--- config.mk ---
export PLATFORM = sky130hd
export DESIGN_NAME = time_of_day_counter_flat
export DESIGN_NICKNAME = d
export VERILOG_FILES = /design/src/rtl/time_of_day_counter_pkg.sv /design/src/rtl/time_of_day_counter_if.sv /design/src/rtl/time_of_day_counter_button_press.sv /design/src/rtl/time_of_day_counter.sv /design/src/flat_wrapper.sv
export SDC_FILE = /design/constraint.sdc
export NUM_CORES = 1
export LEC_CHECK = 0
export ABC_AREA = 1
export CAP_MARGIN = 20
export CORE_MARGIN = 2
export CORE_UTILIZATION = 35
export CTS_BUF_LIST = sky130_fd_sc_hd__clkbuf_16
export DETAILED_ROUTE_END_ITERATION = 6
export PLACE_DENSITY = 0.51
export SYNTH_ARGS = -nofsm -noshare
export SYNTH_HDL_FRONTEND = slang
export SYNTH_SLANG_ARGS = --single-unit
--- constraint.sdc ---
create_clock -name clk -period 2.55 [get_ports clk]
set_clock_uncertainty 0.05 [all_clocks]
set_input_delay 0.255 -clock clk [delete_from_list [all_inputs] [get_ports clk]]
set_output_delay 0.255 -clock clk [all_outputs]
set_load 0.05 [all_outputs]
--- src/rtl/time_of_day_counter_pkg.sv ---
// Shared types, digit limits and BCD increment helpers for the time-of-day counter.
package clock_pkg;

  typedef enum logic [1:0] {
    RUN      = 2'd0,
    SET_HOUR = 2'd1,
    SET_MIN  = 2'd2
  } clk_mode_t;

  typedef logic [3:0] bcd_t;

  typedef struct packed {
    bcd_t t;
    bcd_t u;
  } bcd_pair_t;

  localparam bcd_t SEC_T_MAX        = 4'd5;
  localparam bcd_t MIN_T_MAX        = 4'd5;
  localparam bcd_t HOUR_MAX_T       = 4'd2;
  localparam bcd_t HOUR_MAX_U_AT_T2 = 4'd3;
  localparam bcd_t BCD_MAX          = 4'd9;

  // Tens/units pair counting 00..(t_max)9, wrapping to 00.
  function automatic bcd_pair_t inc_base60(bcd_pair_t p, bcd_t t_max);
    bcd_pair_t r;
    r = p;
    if (p.u == BCD_MAX) begin
      r.u = '0;
      r.t = (p.t == t_max) ? '0 : p.t + 4'd1;
    end else begin
      r.u = p.u + 4'd1;
    end
    return r;
  endfunction

  function automatic logic is_base60_max(bcd_pair_t p, bcd_t t_max);
    return (p.t == t_max) && (p.u == BCD_MAX);
  endfunction

  function automatic bcd_pair_t inc_hour(bcd_pair_t p);
    bcd_pair_t r;
    r = p;
    if ((p.t == HOUR_MAX_T) && (p.u == HOUR_MAX_U_AT_T2)) begin
      r = '0;
    end else if (p.u == BCD_MAX) begin
      r.t = p.t + 4'd1;
      r.u = '0;
    end else begin
      r.u = p.u + 4'd1;
    end
    return r;
  endfunction

endpackage

--- src/rtl/time_of_day_counter_if.sv ---
// Button inputs and display-side outputs of the time-of-day counter.
interface time_of_day_counter_if;
  import clock_pkg::*;

  logic      _btn_mode;
  logic      _btn_inc;
  bcd_t      hour_t, hour_u, min_t, min_u, sec_t, sec_u;
  logic      _en_hour, _en_min, _en_sec;
  clk_mode_t mode;
  logic      tick;

  modport master (
    input  _btn_mode, _btn_inc,
    output hour_t, hour_u, min_t, min_u, sec_t, sec_u,
    output _en_hour, _en_min, _en_sec, mode, tick
  );

  modport slave (
    output _btn_mode, _btn_inc,
    input  hour_t, hour_u, min_t, min_u, sec_t, sec_u,
    input  _en_hour, _en_min, _en_sec, mode, tick
  );
endinterface

--- src/rtl/time_of_day_counter_button_press.sv ---
// Two-flop synchroniser plus falling-edge detector producing a registered one-cycle press pulse.
module button_press (
  input  logic clk,
  input  logic _reset,
  input  logic _btn,
  output logic press
);

  // sync[1:0] is the synchroniser, sync[2] holds the previous synchronised level.
  logic [2:0] sync;

  always_ff @(posedge clk or negedge _reset) begin
    if (!_reset) begin
      sync  <= 3'b111;
      press <= 1'b0;
    end else begin
      sync  <= {sync[1:0], _btn};
      press <= sync[2] & ~sync[1];
    end
  end

endmodule

--- src/rtl/time_of_day_counter.sv ---
// BCD hours:minutes:seconds counter with 1 Hz prescaler, two-button set mode and blinking digit enables.
module time_of_day_counter
  import clock_pkg::*;
#(
  parameter int TICK_DIV  = 50000000,
  parameter int BLINK_DIV = 12500000
) (
  input  logic                  clk,
  input  logic                  _reset,
  time_of_day_counter_if.master tod
);

  localparam int PW = $clog2(TICK_DIV);
  localparam int BW = (BLINK_DIV > 1) ? $clog2(BLINK_DIV) : 1;
  localparam logic [PW-1:0] PRESC_LAST = PW'(TICK_DIV - 1);
  localparam logic [BW-1:0] BLINK_LAST = BW'(BLINK_DIV - 1);

  logic mode_press, inc_press;

  button_press u_mode (.clk(clk), ._reset(_reset), ._btn(tod._btn_mode), .press(mode_press));
  button_press u_inc  (.clk(clk), ._reset(_reset), ._btn(tod._btn_inc),  .press(inc_press));

  clk_mode_t     state, next_state;
  logic [PW-1:0] presc, presc_n;
  logic [BW-1:0] blink_cnt, blink_cnt_n;
  logic          blink_phase, blink_phase_n;
  bcd_pair_t     hour, hour_n, min, min_n, sec, sec_n;
  logic          tick_q, tick_n;
  logic          en_hour_q, en_hour_n, en_min_q, en_min_n;

  always_ff @(posedge clk or negedge _reset) begin
    if (!_reset) begin
      state <= RUN;
    end else begin
      state <= next_state;
    end
  end

  always_comb begin
    next_state = state;
    if (mode_press) begin
      case (state)
        RUN:      next_state = SET_HOUR;
        SET_HOUR: next_state = SET_MIN;
        default:  next_state = RUN;
      endcase
    end
  end

  // A mode press takes priority: it clears the prescaler and suppresses both ticking and inc.
  always_comb begin
    presc_n       = presc;
    tick_n        = 1'b0;
    hour_n        = hour;
    min_n         = min;
    sec_n         = sec;
    blink_cnt_n   = (blink_cnt == BLINK_LAST) ? '0 : blink_cnt + BW'(1);
    blink_phase_n = blink_phase ^ (blink_cnt == BLINK_LAST);
    if (mode_press) begin
      presc_n = '0;
      if (state == RUN) sec_n = '0;
    end else begin
      case (state)
        RUN: begin
          if (presc == PRESC_LAST) begin
            presc_n = '0;
            tick_n  = 1'b1;
            sec_n   = inc_base60(sec, SEC_T_MAX);
            if (is_base60_max(sec, SEC_T_MAX)) begin
              min_n = inc_base60(min, MIN_T_MAX);
              if (is_base60_max(min, MIN_T_MAX)) hour_n = inc_hour(hour);
            end
          end else begin
            presc_n = presc + PW'(1);
          end
        end
        SET_HOUR: if (inc_press) hour_n = inc_hour(hour);
        SET_MIN:  if (inc_press) min_n = inc_base60(min, MIN_T_MAX);
        default: ;
      endcase
    end
    en_hour_n = (next_state == SET_HOUR) & blink_phase_n;
    en_min_n  = (next_state == SET_MIN) & blink_phase_n;
  end

  always_ff @(posedge clk or negedge _reset) begin
    if (!_reset) begin
      presc       <= '0;
      blink_cnt   <= '0;
      blink_phase <= 1'b0;
      hour        <= '0;
      min         <= '0;
      sec         <= '0;
      tick_q      <= 1'b0;
      en_hour_q   <= 1'b0;
      en_min_q    <= 1'b0;
    end else begin
      presc       <= presc_n;
      blink_cnt   <= blink_cnt_n;
      blink_phase <= blink_phase_n;
      hour        <= hour_n;
      min         <= min_n;
      sec         <= sec_n;
      tick_q      <= tick_n;
      en_hour_q   <= en_hour_n;
      en_min_q    <= en_min_n;
    end
  end

  assign tod.hour_t   = hour.t;
  assign tod.hour_u   = hour.u;
  assign tod.min_t    = min.t;
  assign tod.min_u    = min.u;
  assign tod.sec_t    = sec.t;
  assign tod.sec_u    = sec.u;
  assign tod._en_hour = en_hour_q;
  assign tod._en_min  = en_min_q;
  assign tod._en_sec  = 1'b0;
  assign tod.mode     = state;
  assign tod.tick     = tick_q;

endmodule

--- src/flat_wrapper.sv ---
// flat-port wrapper written by rule: the top's interface ports become plain ports
module time_of_day_counter_flat import clock_pkg::*;
#(
  parameter int TICK_DIV  = 50000000,
  parameter int BLINK_DIV = 12500000
)
  (clk, _reset, tod__btn_mode, tod__btn_inc, tod_hour_t, tod_hour_u, tod_min_t, tod_min_u, tod_sec_t, tod_sec_u, tod__en_hour, tod__en_min, tod__en_sec, tod_mode, tod_tick);
  time_of_day_counter_if tod_i ();
  input  logic clk;
  input  logic _reset;
  input wire logic [$bits(tod_i._btn_mode)-1:0] tod__btn_mode;
  input wire logic [$bits(tod_i._btn_inc)-1:0] tod__btn_inc;
  output wire logic [$bits(tod_i.hour_t)-1:0] tod_hour_t;
  output wire logic [$bits(tod_i.hour_u)-1:0] tod_hour_u;
  output wire logic [$bits(tod_i.min_t)-1:0] tod_min_t;
  output wire logic [$bits(tod_i.min_u)-1:0] tod_min_u;
  output wire logic [$bits(tod_i.sec_t)-1:0] tod_sec_t;
  output wire logic [$bits(tod_i.sec_u)-1:0] tod_sec_u;
  output wire logic [$bits(tod_i._en_hour)-1:0] tod__en_hour;
  output wire logic [$bits(tod_i._en_min)-1:0] tod__en_min;
  output wire logic [$bits(tod_i._en_sec)-1:0] tod__en_sec;
  output wire logic [$bits(tod_i.mode)-1:0] tod_mode;
  output wire logic [$bits(tod_i.tick)-1:0] tod_tick;
  assign tod_i._btn_mode = tod__btn_mode;
  assign tod_i._btn_inc = tod__btn_inc;
  assign tod_hour_t = tod_i.hour_t;
  assign tod_hour_u = tod_i.hour_u;
  assign tod_min_t = tod_i.min_t;
  assign tod_min_u = tod_i.min_u;
  assign tod_sec_t = tod_i.sec_t;
  assign tod_sec_u = tod_i.sec_u;
  assign tod__en_hour = tod_i._en_hour;
  assign tod__en_min = tod_i._en_min;
  assign tod__en_sec = tod_i._en_sec;
  assign tod_mode = tod_i.mode;
  assign tod_tick = tod_i.tick;
  time_of_day_counter #(.TICK_DIV(TICK_DIV), .BLINK_DIV(BLINK_DIV)) u_core (.clk(clk), ._reset(_reset), .tod(tod_i));
endmodule
==> results by group <==
Die
  – DIE AREA: 15700 sq um
  – Horiz. Die Dim: 125 um
  – # IOs: 34
  – Initial Util: 0.356
  – Row Count: 44
  – Die Y: 125 um
  – Core Area: 14400 sq um

Global route
  – Grt ovf: 0
  – GRT Overall Usage: 0.155
  – First-pass GRT wire length: 20000 um
  – Initial antenna violation count: 0
  – Largest net degree at the start of global routing: 55
  – Vias in the first global route: 4184

Power
  – VDD IR-drop max: 0.000542 V
  – Switching share of power: 0.343
  – Clock power frac: 0.338
  – Leakage: 2.70 nW
  – Final Power: 3.76 mW
  – Combinational fraction of design power: 0.227
  – NetSw: 1.29 mW
  – Register share of total power: 0.436
  – Cell Int Power: 2.47 mW
  – Power density over the cells: 630 nW/um^2

Synthesis
  – Post-synth EDFFs: 0
  – Async SR Flop Fraction: 1.00
  – Cell Area, Synth: 5140 sq um
  – Gate Count Post-Synth: 667
  – Library cells used by synthesis: 37
  – YS warnings: 0
  – Syn avg cell area: 7.70 sq um
  – Largest family of logic cells by synthesized area: simple AND/OR/NAND/NOR gates
  – Area contributors post-synth: dfrtp_1, nand2_1, nor2_1, inv_1, nand3_1
  – Net Count, Synth: 681
  – Multiplexer area fraction after synthesis: 0
  – Synth area leader: dfrtp_1
  – Synth Area in Adders: 0.0244
  – Post-synthesis compound-gate area fraction: 0.0473
  – Leading register cell type out of synthesis: dfrtp_1
  – Synth Register Bits: 88
  – Top-area cell type share of the netlist area: 0.400
  – Post-Synth XOR/XNOR Area: 0.0477
  – Synthesized-area fraction occupied by and/or/nand/nor cells: 0.378
  – Sequential area share after synthesis: 0.430

Place
  – Dpl hpwl: 8540 um
  – IO Port Bufs: 32
  – Cell Area, Placed: 5670 sq um
  – Gpl congestion: 0.894

Final layout
  – # fillers: 1457
  – Layout Nets: 723
  – Area of the multi-input gates: 2560 sq um
  – Share of layout cells above drive strength 1: 0.133
  – Commonest non-fill, non-tap cell in the layout: nand2_1
  – Fin area: 5970 sq um
  – Fin util: 0.414
  – Antenna diodes: 0
  – Register area: 2210 sq um
  – Commonest cells after routing, fill and taps aside: nand2_1, nor2_1, dfrtp_1
  – Area Overhead vs Synth: 16.2%

Clock tree
  – TritonCTS clock tree: yes
  – Sinks on Clock Net: 88
  – CTS max path bufs: 2
  – Post-CTS Setup Bufs: 0
  – Reg clk slew, reported paths: 0.07 ns
  – # H-tree levels: 3
  – Total CTS buffers: 9
  – CTS root buffer: clkbuf_16
  – Clk_lat worst skew: 0.34 ns

Routing
  – Total Wirelength: 11300 um
  – Iteration-0 DRC Markers: 236
  – DR vias: 4226
  – DR WL met3: 341 um
  – Via density: 4.71
  – Initial DRT Pass Iterations: 5
  – Final ANT Viol Nets: 0
  – # DRC: 0
  – Met2 WL post-DR: 5200 um
  – Top sig layer: met4
  – Post-DR wirelength/cell: 12.6 um
  – Met1 layer wirelength in the final routing: 5590 um

Setup path
  – CP endpoint kind: primary output
  – Worst path cell trace: clkdlybuf4s50_1
  – Startpoint types: flop
  – CP bufs+invs: 1
  – Delay of the slowest critical-path stage: 0.84 ns
  – Worst EP arrival: 1.65 ns
  – Critical path's slowest cell: clkdlybuf4s50_1
  – Req. time, crit path: 2.25 ns
  – CP top delay family: buffers and inverters
  – Critical path type: flop to primary output
  – Worst Path Max Fanout: 7

Timing
  – Worst slew pin tran: 0.529 ns
  – Final Hold Viols: 0
  – Setup violators final: 0
  – Post-route minimum period: 1.95 ns
  – Slew HR: 0.647
  – Setup TNS: 0 ns
  – Max Clk Rate: 512 MHz
  – Period utilization: 0.766
  – RSZ-0062 raised after global routing: false
  – Max-slew violation count: 0

Min path
  – Hold WC Path Type: input port to flop

Job
  – Max cap viols: 0

Status
  – Status: finished, final reports clean
-- through the flow --
step           hold WS (ns)  setup WS [ns]  std cells
6_report              0.264          0.596        898
5_1_grt               0.252          0.506        898
4_1_cts               0.246          0.569        898
3_5_place_dp          0.221          0.702        881
3_3_place_gp          0.219          0.744        881
2_1_floorplan       -0.0906          0.667        667
-- sequential cells by signal, indices dropped and copies added, names as in the netlist, 2 cells and up --
register            cells
u_core.tod.min_t        4
u_core.tod.hour_u       4
u_core.blink_cnt       24
u_core.tod.sec_u        4
u_core.u_mode.sync      3
u_core.tod.hour_t       4
u_core.tod.mode         2
u_core.tod.min_u        4
u_core.presc           26
u_core.tod.sec_t        4
u_core.u_inc.sync       3
-- cell usage after synthesis, types with 7 or more instances --
cell type  instances
a21oi_1            7
dfrtp_1           82
ha_1              10
inv_1             80
inv_2              9
nand2_1          164
nand2_2           16
nand3_1           42
nand4_1           17
nor2_1            95
nor2_2            15
nor3_1            17
o21ai_0           12
o21ai_1           15
xor2_1            23
-- cells by family (layout without fill, tap and decap cells) --
logic type	Yosys count	count (layout)
simple gates	405	405
flops	88	88
xor+xnor	28	28
other cells	1	1
buf+inv	93	140
compound gates	42	42
fa+ha+maj	10	10
-- worst paths after layout --
check	cells after the start	from	slack, ns	endpoint
worst max-delay path	1	u_core.tod.min_u[0]$_DFFE_PN0P_	0.60	tod_min_u[0]
worst min-delay path	1	tod__btn_inc	0.26	u_core.u_inc.sync[0]$_DFF_PN1_
worst max register to register	8	u_core.presc[0]$_DFFE_PN0P_	0.68	u_core.presc[6]$_DFFE_PN0P_
worst min register to register	0	u_core.u_inc.sync[0]$_DFF_PN1_	0.31	u_core.u_inc.sync[1]$_DFF_PN1_
max in group asynchronous	3	_reset	1.37	u_core.u_inc.sync[0]$_DFF_PN1_
min in group asynchronous	2	_reset	0.37	u_core.presc[11]$_DFFE_PN0P_
-- power by group through the flow --
| stage | registers (mW) | clock network (mW) | logic, mW |
|---|---|---|---|
| 4_1_cts | 1.64 | 1.33 | 0.863 |
| 6_report | 1.64 | 1.27 | 0.853 |
| 3_3_place_gp | 1.66 | 0 | 0.855 |
| 3_5_place_dp | 1.67 | 0 | 0.859 |
| 5_1_grt | 1.66 | 1.38 | 0.941 |
| 2_1_floorplan | 1.90 | 0 | 0.347 |
-- repair_timing --
action,4_1_cts,5_1_grt
endpoints found under the hold margin,34,0
resized for setup,0,0
hold buffers,1,0
-- layer usage --
layer / up-vias / track usage
met3: 8 / 0.0394
met2: 64 / 0.248
met4: 0 / 0.0464
met1: 1966 / 0.207
li1: 2188 / -
met5: - / 0
-- final cells by class --
| class | count | share of cell area |
|---|---|---|
| clock buffer | 9 | 0.0377 |
| clock inverter | 7 | 0.0103 |
| inverter | 90 | 0.0570 |
| multi-input combinational | 486 | 0.428 |
| sequential | 88 | 0.370 |
| tap | 184 | 0.0386 |
| timing repair buffer | 34 | 0.0583 |
Power figures use the tool's default switching activity.
